File: src/rtl/frame_scanout_pkg.sv
// ============================================================================
// Module      : frame_scanout_pkg
// Description : Shared SRAM_CD word format constants and pixel-lane helper.
// Revision    : 1.0
// ============================================================================
`default_nettype none

package frame_scanout_pkg;

    localparam int PIX_PER_WORD = 16;
    localparam int PIX_W        = 24;
    localparam int WORD_W       = 384;
    localparam int SRAM_CD_AW   = 16;

    typedef enum logic [1:0] {
        ST_IDLE  = 2'd0,
        ST_RUN   = 2'd1,
        ST_DRAIN = 2'd2
    } scan_state_t;

    // Lane 0 is the leftmost pixel of the word.
    function automatic logic [PIX_W-1:0] get_lane(
        input logic [WORD_W-1:0] word,
        input logic [3:0]        k
    );
        return word[int'(k)*PIX_W +: PIX_W];
    endfunction

endpackage

`default_nettype wire

File: src/rtl/scanout_word_fifo.sv
// ============================================================================
// Module      : scanout_word_fifo
// Description : Two-entry show-ahead FIFO of SRAM_CD words with occupancy.
// Revision    : 1.0
// ============================================================================
`default_nettype none

module scanout_word_fifo
    import frame_scanout_pkg::*;
(
    input  logic              clk,
    input  logic              srst_n,
    input  logic              i_push,
    input  logic [WORD_W-1:0] i_wdata,
    input  logic              i_pop,
    output logic [WORD_W-1:0] o_rdata,
    output logic [1:0]        o_count
);

    logic [WORD_W-1:0] r_mem [2];
    logic              r_wptr;
    logic              r_rptr;
    logic [1:0]        r_count;

    always_ff @(posedge clk or negedge srst_n) begin
        if (!srst_n) begin
            r_wptr  <= 1'b0;
            r_rptr  <= 1'b0;
            r_count <= 2'd0;
        end else begin
            if (i_push) r_wptr <= ~r_wptr;
            if (i_pop)  r_rptr <= ~r_rptr;
            case ({i_push, i_pop})
                2'b10:   r_count <= r_count + 2'd1;
                2'b01:   r_count <= r_count - 2'd1;
                default: r_count <= r_count;
            endcase
        end
    end

    // Storage needs no reset; occupancy alone defines what is valid.
    always_ff @(posedge clk) begin
        if (i_push) r_mem[r_wptr] <= i_wdata;
    end

    assign o_rdata = r_mem[r_rptr];
    assign o_count = r_count;

endmodule

`default_nettype wire

File: src/rtl/frame_scanout.sv
// ============================================================================
// Module      : frame_scanout
// Description : Raster sweep of the SRAM_CD color bank into a pixel stream.
// Revision    : 1.0
// ============================================================================
`default_nettype none

module frame_scanout
    import frame_scanout_pkg::*;
#(
    parameter int                    H_RES     = 64,
    parameter int                    V_RES     = 48,
    parameter logic [SRAM_CD_AW-1:0] BASE_ADDR = '0
) (
    input  logic                  clk,
    input  logic                  srst_n,
    input  logic                  start,
    output logic                  busy,
    output logic                  done,
    output logic                  sram_rd_en,
    output logic [SRAM_CD_AW-1:0] address_sram_CD,
    input  logic [WORD_W-1:0]     sram_rdata,
    output logic                  pix_valid,
    input  logic                  pix_ready,
    output logic [PIX_W-1:0]      pix_rgb,
    output logic                  pix_sof,
    output logic                  pix_eol,
    output logic                  pix_eof
);

    localparam int N_WORDS = H_RES * V_RES / PIX_PER_WORD;
    localparam int XW      = $clog2(H_RES);
    localparam int YW      = (V_RES > 1) ? $clog2(V_RES) : 1;
    localparam int CW      = $clog2(N_WORDS + 1);

    localparam logic [XW-1:0] c_X_LAST    = XW'(H_RES - 1);
    localparam logic [YW-1:0] c_Y_LAST    = YW'(V_RES - 1);
    localparam logic [CW-1:0] c_LAST_WORD = CW'(N_WORDS - 1);

    scan_state_t           r_state;
    scan_state_t           w_state_nxt;
    logic [CW-1:0]         r_rd_cnt;
    logic [SRAM_CD_AW-1:0] r_addr;
    logic                  r_inflight;
    logic                  r_done;
    logic                  w_rd_en;

    logic [1:0]            w_fifo_cnt;
    logic [WORD_W-1:0]     w_fifo_head;
    logic [WORD_W-1:0]     w_src;
    logic                  w_push;
    logic                  w_pop;

    logic [WORD_W-1:0]     r_hold;
    logic                  r_vld;
    logic [3:0]            r_p;
    logic [PIX_W-1:0]      r_rgb;
    logic                  r_sof;
    logic                  r_eol;
    logic                  r_eof;
    logic [XW-1:0]         r_x;
    logic [YW-1:0]         r_y;
    logic [XW-1:0]         w_nx;
    logic [YW-1:0]         w_ny;

    logic w_start_acc;
    logic w_hs;
    logic w_word_end;
    logic w_need;
    logic w_avail;
    logic w_load;
    logic w_bypass;
    logic w_vld_nxt;
    logic w_last_hs;

    assign w_start_acc = (r_state == ST_IDLE) && start;
    assign w_hs        = r_vld && pix_ready;
    assign w_word_end  = w_hs && (r_p == 4'd15);
    assign w_need      = !r_vld || w_word_end;
    assign w_avail     = (w_fifo_cnt != 2'd0) || r_inflight;
    assign w_load      = w_need && w_avail;
    // An empty FIFO lets returning read data go straight into the holding
    // register; this is what gives the three-cycle first-pixel latency.
    assign w_bypass    = w_load && (w_fifo_cnt == 2'd0);
    assign w_pop       = w_load && !w_bypass;
    assign w_push      = r_inflight && !w_bypass;
    assign w_src       = w_bypass ? sram_rdata : w_fifo_head;
    assign w_vld_nxt   = w_load || (r_vld && !w_word_end);
    assign w_last_hs   = w_hs && r_eof;

    scanout_word_fifo u_fifo (
        .clk     (clk),
        .srst_n  (srst_n),
        .i_push  (w_push),
        .i_wdata (sram_rdata),
        .i_pop   (w_pop),
        .o_rdata (w_fifo_head),
        .o_count (w_fifo_cnt)
    );

    always_comb begin
        w_state_nxt = r_state;
        w_rd_en     = 1'b0;
        case (r_state)
            ST_IDLE: begin
                if (start) w_state_nxt = ST_RUN;
            end
            ST_RUN: begin
                w_rd_en = (w_fifo_cnt + {1'b0, r_inflight}) < 2'd2;
                if (w_rd_en && (r_rd_cnt == c_LAST_WORD)) w_state_nxt = ST_DRAIN;
            end
            ST_DRAIN: begin
                if (w_last_hs) w_state_nxt = ST_IDLE;
            end
            default: w_state_nxt = ST_IDLE;
        endcase
    end

    always_comb begin
        w_nx = r_x;
        w_ny = r_y;
        if (w_hs) begin
            if (r_x == c_X_LAST) begin
                w_nx = '0;
                w_ny = (r_y == c_Y_LAST) ? '0 : r_y + 1'b1;
            end else begin
                w_nx = r_x + 1'b1;
            end
        end
    end

    always_ff @(posedge clk or negedge srst_n) begin
        if (!srst_n) begin
            r_state    <= ST_IDLE;
            r_rd_cnt   <= '0;
            r_addr     <= '0;
            r_inflight <= 1'b0;
            r_done     <= 1'b0;
        end else begin
            r_state    <= w_state_nxt;
            r_inflight <= w_rd_en;
            r_done     <= w_last_hs;
            if (w_start_acc) begin
                r_addr   <= BASE_ADDR;
                r_rd_cnt <= '0;
            end else if (w_rd_en) begin
                r_addr   <= r_addr + 1'b1;
                r_rd_cnt <= r_rd_cnt + 1'b1;
            end
        end
    end

    // Markers follow the coordinate of the pixel that will be on the bus
    // next cycle, so they stay frozen with pix_rgb during a stall.
    always_ff @(posedge clk or negedge srst_n) begin
        if (!srst_n) begin
            r_hold <= '0;
            r_vld  <= 1'b0;
            r_p    <= 4'd0;
            r_rgb  <= '0;
            r_sof  <= 1'b0;
            r_eol  <= 1'b0;
            r_eof  <= 1'b0;
            r_x    <= '0;
            r_y    <= '0;
        end else begin
            r_vld <= w_vld_nxt;
            if (w_start_acc) begin
                r_x <= '0;
                r_y <= '0;
            end else if (w_hs) begin
                r_x <= w_nx;
                r_y <= w_ny;
            end
            if (w_load) begin
                r_hold <= w_src;
                r_p    <= 4'd0;
                r_rgb  <= get_lane(w_src, 4'd0);
            end else if (w_hs) begin
                r_p    <= r_p + 4'd1;
                r_rgb  <= get_lane(r_hold, r_p + 4'd1);
            end
            r_sof <= w_vld_nxt && (w_nx == '0) && (w_ny == '0);
            r_eol <= w_vld_nxt && (w_nx == c_X_LAST);
            r_eof <= w_vld_nxt && (w_nx == c_X_LAST) && (w_ny == c_Y_LAST);
        end
    end

    assign busy            = (r_state != ST_IDLE);
    assign done            = r_done;
    assign sram_rd_en      = w_rd_en;
    assign address_sram_CD = r_addr;
    assign pix_valid       = r_vld;
    assign pix_rgb         = r_rgb;
    assign pix_sof         = r_sof;
    assign pix_eol         = r_eol;
    assign pix_eof         = r_eof;

endmodule

`default_nettype wire

File: config.mk
export PLATFORM = sky130hd
export DESIGN_NAME = frame_scanout
export DESIGN_NICKNAME = d
export VERILOG_FILES = /design/src/rtl/frame_scanout_pkg.sv /design/src/rtl/scanout_word_fifo.sv /design/src/rtl/frame_scanout.sv
export SDC_FILE = /design/constraint.sdc
export NUM_CORES = 2
export LEC_CHECK = 0
export BUFFER_PORTS_ARGS = -buffer_cell sky130_fd_sc_hd__buf_2
export CORE_UTILIZATION = 60
export DETAILED_ROUTE_END_ITERATION = 10
export HOLD_SLACK_MARGIN = 0.02
export PLACE_DENSITY = 0.8
export SLEW_MARGIN = 20
export SYNTH_ARGS = -nofsm -noshare
export SYNTH_HDL_FRONTEND = slang
export SYNTH_SLANG_ARGS = --single-unit
File: constraint.sdc
create_clock -name clk -period 23.6 [get_ports clk]
set_input_delay 2.36 -clock clk [delete_from_list [all_inputs] [get_ports clk]]
set_output_delay 2.36 -clock clk [all_outputs]
set_load 0.01 [all_outputs]
==> impl_results.md <==
* Launch point of the worst path: pix_ready
* Hold_ws at 0.479 ns
* Reg clk slew, reported paths at 0.06 ns
* Gr busiest metal: met2
* Status: completed
* Worst R2R Start: r_p[0]
* Die W at 293 um
* CORE AREA at around 0.084 mm2
* Die area at around 0.086 mm2
* Post-synth EDFFs at roughly 770
* CTS Buf Count at 120
* Finished Layout Cells at 5496
* Mapped Cells at 3878
* Clk_lat worst skew at 0.71 ns
* Hold crit path type: reg2reg
* H-Tree Depth at 3
* Layout fillers at 5725
* Clock sinks at about 1200
* Synth-to-Final Area Change at 13.7%
* Hold-fix buffers, CTS at 0
* RePlAce Congestion at roughly 0.9
* Critical register-to-register path endpoint: pix_rgb[22]
* FF+latch count, synth at roughly 1200
* FFs w/ async S/R, synth at between 30 and 40%
* DRT iter0 DRCs at 3991
* I/O pin cnt at between 400 and 500
* Worst slack after detailed placement at 17.50 ns
* Placed cell area at 0.0537 mm2
* Final Skew at 0.0349 ns
* Dpl hpwl at between 80000 and 90000 um
* Worst Path Arrival at 5.95 ns
* Slew HR at between 20% and 30%
* Max-cap violation count at 0
* Yosys top cell area share at a little under half
* TritonRoute pass-1 iters at 6
* Highest Clock Rate at 0.186 GHz
* Final Util at between 60% and 70%
* Unrepaired setup endpoints after global routing: no
* Most frequent CP cell: buf_4
* Final setup violation count at 0
* CP Capture Type: flop
* Via density at 6.06
* Number of global-route vias before repair at roughly 32000
* Final setup margin at 18.21 ns
* GRT met2 Usage at 49.9%
* Setup tns final at 0 ns
* IO buf count at 434
* Die height at 293 um
* Via count at 33300
* Seq/Total Area, Yosys at 67.9%
* Row count at roughly 110
* Post-CTS Setup Bufs at 0
* Hold Crit Start: r_hold[14]
* Crit path cell chain: buf_2 > nand4_1 > o2bb2ai_4 > buf_4 > buf_4 > buf_12 > nand2_1 > nor2_1 > a21oi_1
* Mapped cell area at just over 0.05 mm2
* WS Path Type: in2reg
* Yosys warns at 0
* Syn nets at 4272
* DP Cell Count at 5220
* Worst Tran Pin Value at 1.19 ns
* Gr ovfl total at 0
* Post-cts repair resize count at 0
* Worst-case vdd ir drop at 114 uV
* Startpoint Class: primary input
* P per Cell Area at 141 mW/mm2
* Fin crit period at 5.39 ns
* Leakage at about 24 nW
* Design Power at 8.17 mW
* CP max stage cell: buf_4
* Initial core utilization at between 60 and 70%
* Worst reg2reg path depth at 9
* Gr usage total at 31.2%
* DRC Markers at 0
* Clock Path Buffers at 3
* Dominant cells by area after synthesis: edfxtp_1 (45%), dfrtp_1 (23%), mux2i_1 (6.7%), mux4_2 (4.4%), a21oi_1 (4.0%)
* Clock root buffer: clkbuf_16
* Post-route cell area at 0.0579 mm2
* CTS tree: done
* GRT met3 Usage at 7.42%
* Final net count at 4602
* Fin. max-slew vios at 0
* Wire per inst at 24.6 um
* Crit path required time at 24.17 ns
* Critical Path Max Stage Delay at 0.79 ns
* Final count of hold timing violations at 0
* First-pass GRT wire length at 199000 um
* Antenna Violating Nets Remaining at 0
* R2r setup slk at 18.95 ns
* Main synth FF type: edfxtp_1
* Period utilisation layout at approximately 23%
* Grt met1 use at ~40%
* Layout cells sized above 1 at 19.3%
* Initial antenna violation count at 67
* CP endpoint: pix_rgb[22]
* Largest net degree at the start of global routing at 264
* Post-synth top area cell: edfxtp_1
* Unique masters post-synth at 60
* Post-Route WL at 135000 um
* Critical path fanouts, max at about 260
* Syn_area_per_cell at between 10 and 15 um2
logic make-up after synthesis:
family | Yosys count | share of synthesized area (%)
DFF | 1228 | 67.9
and+or+nand+nor | 990 | 7.75
AOI/OAI and AO/OA | 858 | 8.84
muxes | 489 | 12.2
buffers and inverters | 272 | 2.51
xor gates and xnor gates | 35 | 0.653
adders and majority gates | 6 | 0.147
cell usage after synthesis (all sizes together), types with 3 or more instances:
library cell	number
edfxtp	768
nand2	471
dfrtp	460
nor2	431
a21oi	409
o21ai	353
mux2i	341
clkbuf	154
buf	112
mux4	102
mux2	46
o22ai	41
nand3	33
a22oi	24
xor2	23
o211ai	18
nand4	16
xnor2	12
and3	8
and2	6
ha	6
inv	6
nor4	5
nor3	4
or3	3
cell usage in the layout, fill, tap and decap left out, types with 26 or more instances in the layout:
master     instances
nand3_1           32
dfrtp_1          458
mux4_2           100
buf_4             33
nor2_1           428
diode_2           46
buf_2            433
o21ai_0           78
clkbuf_1          26
o22ai_1           41
o21ai_1          275
clkinv_2          26
a21oi_1          409
mux2_2            46
nand2_1          469
edfxtp_1         768
clkbuf_16        123
mux2i_1          341
critical path: cells and delay by family:
kind	cells	cell delay [ns]
buf+inv	4	2.28
simple gates	3	0.68
compound gates	2	0.51
registers in the layout (all words and copies together) (netlist names), 2 cells and up:
register and count:
u_fifo.r_mem 768, r_hold 384, pix_rgb 24, address_sram_CD 16, r_rd_cnt 8, r_x 6
r_y 6, r_p 4, r_state 2, u_fifo.o_count 2
area by class of cell:
class | instances | area [um2] | share of cell area, %
clock inverter | 67 | 682 | 1.18
antenna | 46 | 115 | 0.199
timing repair buffer | 474 | 2550 | 4.41
inverter | 6 | 22.5 | 0.0389
multi-input combinational | 2378 | 15200 | 26.2
tap | 1134 | 1420 | 2.45
clock buffer | 163 | 3370 | 5.82
sequential | 1228 | 34600 | 59.7
worst min-delay path by stage:
stage | slack (ns) | endpoint | cells past startpoint
global route | 0.50 | r_hold[7] | 2
finish | 0.48 | r_hold[14] | 2
global placement | 0.46 | r_hold[14] | 2
detailed placement | 0.46 | r_hold[7] | 2
floorplan | 0.44 | r_hold[1] | 2
CTS | 0.48 | r_hold[6] | 2
power breakdown:
part,internal [mW],switching (mW),total [mW]
registers,3.09,0.319,3.41
clock network,1.12,0.821,1.94
logic,0.976,1.84,2.82
routing by layer:
metal  routed length, um  up-vias
li1                    -    14800
met1               49000    16400
met2               65700     1691
met3               13900      310
met4                6650       34
met5                 221        -
Power figures use the tool's default switching activity.
